### config.mk
export PLATFORM = sky130hd
export DESIGN_NAME = my_div_16_flat
export DESIGN_NICKNAME = d
export VERILOG_FILES = /design/src/rtl/my_div_16_if.sv /design/src/rtl/my_div_16.sv /design/src/flat_wrapper.sv
export SDC_FILE = /design/constraint.sdc
export NUM_CORES = 1
export LEC_CHECK = 0
export CELL_PAD_IN_SITES_DETAIL_PLACEMENT = 0
export CELL_PAD_IN_SITES_GLOBAL_PLACEMENT = 1
export CORE_MARGIN = 5
export CORE_UTILIZATION = 35
export DETAILED_ROUTE_END_ITERATION = 10
export MAX_ROUTING_LAYER = met4
export PLACE_DENSITY = 0.74
export REMOVE_ABC_BUFFERS = 1
export SYNTH_ARGS = -nofsm -noshare
export SYNTH_HDL_FRONTEND = slang
export SYNTH_SLANG_ARGS = --single-unit
### constraint.sdc
create_clock -name clk -period 2.4 [get_ports clk]
set_clock_uncertainty 0.1 [all_clocks]
set_input_delay 0.24 -clock clk [delete_from_list [all_inputs] [get_ports clk]]
set_output_delay 0.24 -clock clk [all_outputs]
set_load 0.005 [all_outputs]
### src/rtl/my_div_16_if.sv
// my_div_16_if: handshake and operand/result bundle for the iterative divider.
//   start       : request a division (controller -> divider)
//   a, b        : dividend / divisor, sampled with start
//   busy, done  : divider status; done is a one-cycle result strobe
//   q, rem      : registered quotient / remainder, held until the next result
//   div0        : divide-by-zero flag, only when DIV_ZERO_DETECT_EN is defined
// Modports: master = controller side, slave = divider side.
interface my_div_16_if #(parameter int WIDTH = 16);
   logic             start;
   logic [WIDTH-1:0] a;
   logic [WIDTH-1:0] b;
   logic             busy;
   logic             done;
   logic [WIDTH-1:0] q;
   logic [WIDTH-1:0] rem;
`ifdef DIV_ZERO_DETECT_EN
   logic             div0;

   modport master (output start, a, b, input busy, done, q, rem, div0);
   modport slave  (input start, a, b, output busy, done, q, rem, div0);
`else
   modport master (output start, a, b, input busy, done, q, rem);
   modport slave  (input start, a, b, output busy, done, q, rem);
`endif
endinterface

### src/rtl/my_div_16.sv
// my_div_16: iterative unsigned restoring divider, one trial subtraction per clock.
// Ports:
//   clk   : rising-edge clock
//   rst_n : asynchronous active-low reset, aborts any division in flight
//   bus   : my_div_16_if.slave (start/a/b in, busy/done/q/rem[/div0] out)
// Optional feature macro: DIV_ZERO_DETECT_EN -- adds div0 and a one-cycle early
// exit when the sampled divisor is zero. Without it a zero divisor runs the full
// sequence and naturally yields q = all ones, rem = a.
//
// state  | meaning
// S_IDLE | waiting for start; operands latched on the start edge
// S_CALC | one shift/trial-subtract iteration per edge, WIDTH iterations
// S_FIN  | result registered, done high for this single cycle
module my_div_16 #(
   parameter int WIDTH = 16
) (
   input  logic       clk,
   input  logic       rst_n,
   my_div_16_if.slave bus
);
   localparam int CW = $clog2(WIDTH);

   typedef enum logic [1:0] {S_IDLE, S_CALC, S_FIN} state_t;

   state_t           state_q;
   logic [CW-1:0]    cnt_q;
   logic [WIDTH-1:0] dvd_q;    // dividend shifts out MSB-first, quotient fills from LSB
   logic [WIDTH-1:0] dsr_q;
   logic [WIDTH-1:0] prem_q;
   logic [WIDTH-1:0] q_q;
   logic [WIDTH-1:0] rem_q;
   logic             busy_q;
   logic             done_q;
`ifdef DIV_ZERO_DETECT_EN
   logic             div0_q;
`endif

   logic [WIDTH:0]   shifted;
   logic [WIDTH:0]   trial;
   logic             qbit;
   logic [WIDTH-1:0] prem_d;
   logic [WIDTH-1:0] dvd_d;
   logic [CW-1:0]    cnt_d;
   logic             last_iter;

   // Shifted remainder can reach 2*divisor-1, so the trial runs one bit wider;
   // its MSB is the borrow that decides restore vs. keep.
   always_comb begin
      shifted   = {prem_q, dvd_q[WIDTH-1]};
      trial     = shifted - {1'b0, dsr_q};
      qbit      = ~trial[WIDTH];
      prem_d    = qbit ? trial[WIDTH-1:0] : shifted[WIDTH-1:0];
      dvd_d     = {dvd_q[WIDTH-2:0], qbit};
      cnt_d     = cnt_q + 1'b1;
      last_iter = (cnt_q == CW'(WIDTH - 1));
   end

   always_ff @(posedge clk or negedge rst_n) begin
      if (!rst_n) begin
         state_q <= S_IDLE;
         cnt_q   <= '0;
         dvd_q   <= '0;
         dsr_q   <= '0;
         prem_q  <= '0;
         q_q     <= '0;
         rem_q   <= '0;
         busy_q  <= 1'b0;
         done_q  <= 1'b0;
`ifdef DIV_ZERO_DETECT_EN
         div0_q  <= 1'b0;
`endif
      end else begin
         case (state_q)
            S_IDLE: begin
               done_q <= 1'b0;
               if (bus.start) begin
                  dvd_q  <= bus.a;
                  dsr_q  <= bus.b;
                  prem_q <= '0;
                  cnt_q  <= '0;
                  busy_q <= 1'b1;
`ifdef DIV_ZERO_DETECT_EN
                  if (bus.b == '0) begin
                     state_q <= S_FIN;
                     done_q  <= 1'b1;
                     q_q     <= '1;
                     rem_q   <= bus.a;
                     div0_q  <= 1'b1;
                  end else begin
                     state_q <= S_CALC;
                  end
`else
                  state_q <= S_CALC;
`endif
               end
            end
            S_CALC: begin
               prem_q <= prem_d;
               dvd_q  <= dvd_d;
               cnt_q  <= cnt_d;
               if (last_iter) begin
                  state_q <= S_FIN;
                  done_q  <= 1'b1;
                  q_q     <= dvd_d;
                  rem_q   <= prem_d;
`ifdef DIV_ZERO_DETECT_EN
                  div0_q  <= 1'b0;
`endif
               end
            end
            S_FIN: begin
               state_q <= S_IDLE;
               done_q  <= 1'b0;
               busy_q  <= 1'b0;
            end
            default: begin
               state_q <= S_IDLE;
               done_q  <= 1'b0;
               busy_q  <= 1'b0;
            end
         endcase
      end
   end

   assign bus.busy = busy_q;
   assign bus.done = done_q;
   assign bus.q    = q_q;
   assign bus.rem  = rem_q;
`ifdef DIV_ZERO_DETECT_EN
   assign bus.div0 = div0_q;
`endif
endmodule
### src/flat_wrapper.sv
// flat-port wrapper written by rule: the top's interface ports become plain ports
module my_div_16_flat 
#(
   parameter int WIDTH = 16
)
  (clk, rst_n, bus_start, bus_a, bus_b, bus_busy, bus_done, bus_q, bus_rem);
  my_div_16_if #(.WIDTH(WIDTH)) bus_i ();
  input  logic clk;
  input  logic rst_n;
  input wire logic [$bits(bus_i.start)-1:0] bus_start;
  input wire logic [$bits(bus_i.a)-1:0] bus_a;
  input wire logic [$bits(bus_i.b)-1:0] bus_b;
  output wire logic [$bits(bus_i.busy)-1:0] bus_busy;
  output wire logic [$bits(bus_i.done)-1:0] bus_done;
  output wire logic [$bits(bus_i.q)-1:0] bus_q;
  output wire logic [$bits(bus_i.rem)-1:0] bus_rem;
  assign bus_i.start = bus_start;
  assign bus_i.a = bus_a;
  assign bus_i.b = bus_b;
  assign bus_busy = bus_i.busy;
  assign bus_done = bus_i.done;
  assign bus_q = bus_i.q;
  assign bus_rem = bus_i.rem;
  my_div_16 #(.WIDTH(WIDTH)) u_core (.clk(clk), .rst_n(rst_n), .bus(bus_i));
endmodule
==> results by group <==
Run status
  • Status: finished, violations left
  • Violated checks: setup timing

Logic synthesis
  • Register area share after synthesis: 48.9%
  • Largest cells by area after synthesis: dfrtp_1 (49%), nand2_1 (9.2%), ha_1 (4.7%)
  • Mapped cell area: 4510 µm²
  • Number of synthesized register bits: 88
  • Netlist cell types: 47
  • Cells after Synth: 493
  • Yosys top cell area share: 48.9%
  • Cell taking the most area after synthesis: dfrtp_1
  • YS warnings: 0
  • Syn Area/Cell: 9.14 µm²
  • Post-synth ARST share: 100%
  • Most common library cells after synthesis: nand2_1 (111), dfrtp_1 (88), o21ai_0 (40)
  • Most used flip-flop cell after synthesis: dfrtp_1
  • Most frequent cell after synthesis: nand2_1
  • EDFF count, synth: 0

Critical path
  • CP required: 2.53 ns
  • Critical Path Source Type: register
  • CP delay by family, top: compound AO/OA/AOI/OAI gates
  • Crit Path Category: reg -> reg
  • CP max FO: 5
  • Setup crit end kind: register
  • Crit path largest cell delay: 0.39 ns
  • Crit path DAT: 2.74 ns
  • Crit path buf inv count: 4
  • Most frequent CP cell: inv_2
  • Cells along the critical path: inv_2, ha_4, inv_2, fa_2, a211oi_4, o211ai_1, nand3_1, mux2i_2, nor2_4, buf_12, buf_6, a221o_1
  • Worst path slowest cell: dfrtp_1

STA
  • Final setup violation count: 34
  • Max-slew headroom: 64.4%
  • Fin Hold WS: 0.302 ns
  • RSZ-0062 raised after global routing: true
  • Fmax: 383 MHz
  • Fin worst setup slack: -0.209 ns
  • Period utilization: 109%
  • Min Tclk post-route: 2.61 ns
  • Final Max Slew Viols: 0
  • Worst Max-Slew Pin Slew: 0.534 ns
  • Final Hold Fails: 0

Power
  • P_leak: 0.00280 µW
  • Peak supply drop: 0.00122 V
  • Seq pwr share: 23.1%
  • Pwr per Cell Area: 1860 nW/µm²
  • Combinational share of power: 65.5%
  • Net switching power: 4690 µW
  • Clock power share: 11.5%
  • Pint: 7010 µW
  • Switching share of power: 40.1%
  • Power, Total: 11,700 µW

Clock network
  • CTS buffer count: 9
  • CTS tree: yes
  • H-tree levels: 3
  • Clk pin slew, worst setup/hold paths: 0.07 ns
  • CTS max path bufs: 2
  • CTS Root Cell: clkbuf_16
  • CTS Sinks: 88
  • Worst skew pair latency: 0.35 ns

GRT
  • Antenna violations before repair: 0
  • Congestion Overflow GR: 0
  • Largest net degree at the start of global routing: 53
  • Global-route wire length before repair: 19,100 µm
  • All-Layer GR Usage: 16.5%
  • Number of global-route vias before repair: 3,944

Layout
  • Final core occ: 49.9%
  • Post-layout instance area: 6300 µm²
  • FF+latch area: 2200 µm²
  • Number of diodes: 0
  • Area grow syn2layout: 39.8%
  • Layout cells sized above 1: 19.1%
  • Area of the multi-input gates: 2320 µm²
  • Fill cells: 1,200
  • Final nets: 662

Floorplanning
  • Starting Density: 35.7%
  • Core area: 12,600 µm²
  • Die area: 15,200 µm²
  • I/O pin count: 69
  • Die Y: 123 µm
  • Row Count: 41
  • Die Wd: 123 µm

Route
  • Initial DRC Count: 200
  • Antenna-violating nets left: 0
  • WL final: 11,600 µm
  • Post-route DRC: 0
  • Total number of vias: 3,886
  • Via density: 4.94
  • Avg WL per Cell: 14.8 µm
  • DRT Pass-1 Iters: 5

Run
  • Max-cap violation count: 0

Worst hold path
  • Tightest Hold Check Type: in -> async

Placed design
  • Port-buffer cells: 68
  • Routability cong.: 0.840
  • DP HPWL: 7940 µm
  • DP Area: 5760 µm²
==> power groups by stage <==
stage	Combinational [µW]	Sequential, µW	Clock [µW]
floorplan	3610	2640	0
global placement	6200	2680	0
detailed placement	6340	2690	0
CTS	7000	2690	1380
global route	8380	2800	1430
finish	7650	2700	1340
==> cells in the final DEF, fill, tap and decap left out, drive strengths merged, types with 2 or more instances in the layout <==
master and instances:
o211ai 4, nor2b 20, nand2b 3, a21oi 28, nand2 111, a22o 2
nor2 12, clkdlybuf4s50 67, nor3 3, and2 2, dfrtp 88, a221o 2
xnor2 8, a211oi 3, o22ai 2, nand3 5, ha 17, inv 22
a21o 5, clkbuf 9, clkinv 4, or4 2, a22oi 14, buf 65
nand4 5, and3 3, mux2i 16, xor2 5, o21ai 74
==> final timing paths <==
kind,endpoint,slack (ns),cells after the start,start
min in group clk,u_core.dsr_q[7]$_DFFE_PN0P_,0.35,3,bus_b[7]
min,u_core.prem_q[14]$_DFFE_PN0P_,0.30,2,rst_n
max reg2reg,u_core.dvd_q[0]$_DFFE_PN0P_,-0.21,12,u_core.dvd_q[15]$_DFFE_PN0P_
max in group asynchronous,u_core.prem_q[13]$_DFFE_PN0P_,1.26,3,rst_n
min reg2reg,u_core.bus.rem[15]$_DFFE_PN0P_,0.37,2,u_core.bus.rem[15]$_DFFE_PN0P_
max,u_core.dvd_q[0]$_DFFE_PN0P_,-0.21,12,u_core.dvd_q[15]$_DFFE_PN0P_
==> what timing repair did <==
item	in CTS	in global routing
hold buffers	1	0
endpoints found under the setup margin	34	34
resized for setup	22	20
hold endpoints to repair	36	0
pin swaps	8	7
buffers inserted	4	1
==> cell families after synthesis <==
logic type | share of synthesized area (%)
adder cells (fa/ha/maj) | 5.16
AND/OR/NAND/NOR | 16.6
XOR/XNOR | 2.53
flip-flops | 48.9
buffers and inverters | 4.30
multiplexers | 3.97
AO/OA/AOI/OAI | 18.6
==> area by class of cell <==
| cell class | instances | share of cell area, % |
|---|---|---|
| inverters | 19 | 1.13 |
| multi-input cells | 358 | 36.9 |
| well taps | 172 | 3.42 |
| repair buffers | 133 | 19.2 |
| clock inverters | 7 | 0.854 |
| clock buffers | 9 | 3.57 |
| flip-flops and latches | 88 | 35.0 |
==> worst reg2reg max path, delay by kind of cell (launching register included) <==
kind	cells	cell delay, ns
buffers and inverters	4	0.38
flip-flops	1	0.39
AO/OA/AOI/OAI	3	0.68
AND/OR/NAND/NOR	2	0.20
multiplexers	1	0.28
adder cells (fa/ha/maj)	2	0.49
==> registers in the layout, indices dropped and copies added, names as in the netlist <==
register and flops:
u_core.bus.rem 16, u_core.bus.done 1, u_core.bus.busy 1, u_core.dvd_q 16, u_core.prem_q 16, u_core.cnt_q 4, u_core.dsr_q 16, u_core.state_q 2
u_core.bus.q 16
==> per-layer routing <==
layer / vias up / track usage [%] / share of wire, %
met5: - / - / 0
met4: 0 / 5.67 / 1.3
met3: 15 / 4.16 / 4.4
met2: 89 / 26.0 / 48
met1: 1850 / 20.8 / 46
li1: 1932 / - / -
==> through the flow <==
step	setup WS, ns	TNS [ns]	instances
finish	-0.209	-5.15	786
global placement	-0.304	-6.79	764
global route	-0.319	-9.71	786
floorplan	-0.562	-21.66	465
CTS	-0.246	-6.39	785
detailed placement	-0.425	-11.26	764
Power figures use the tool's default switching activity.
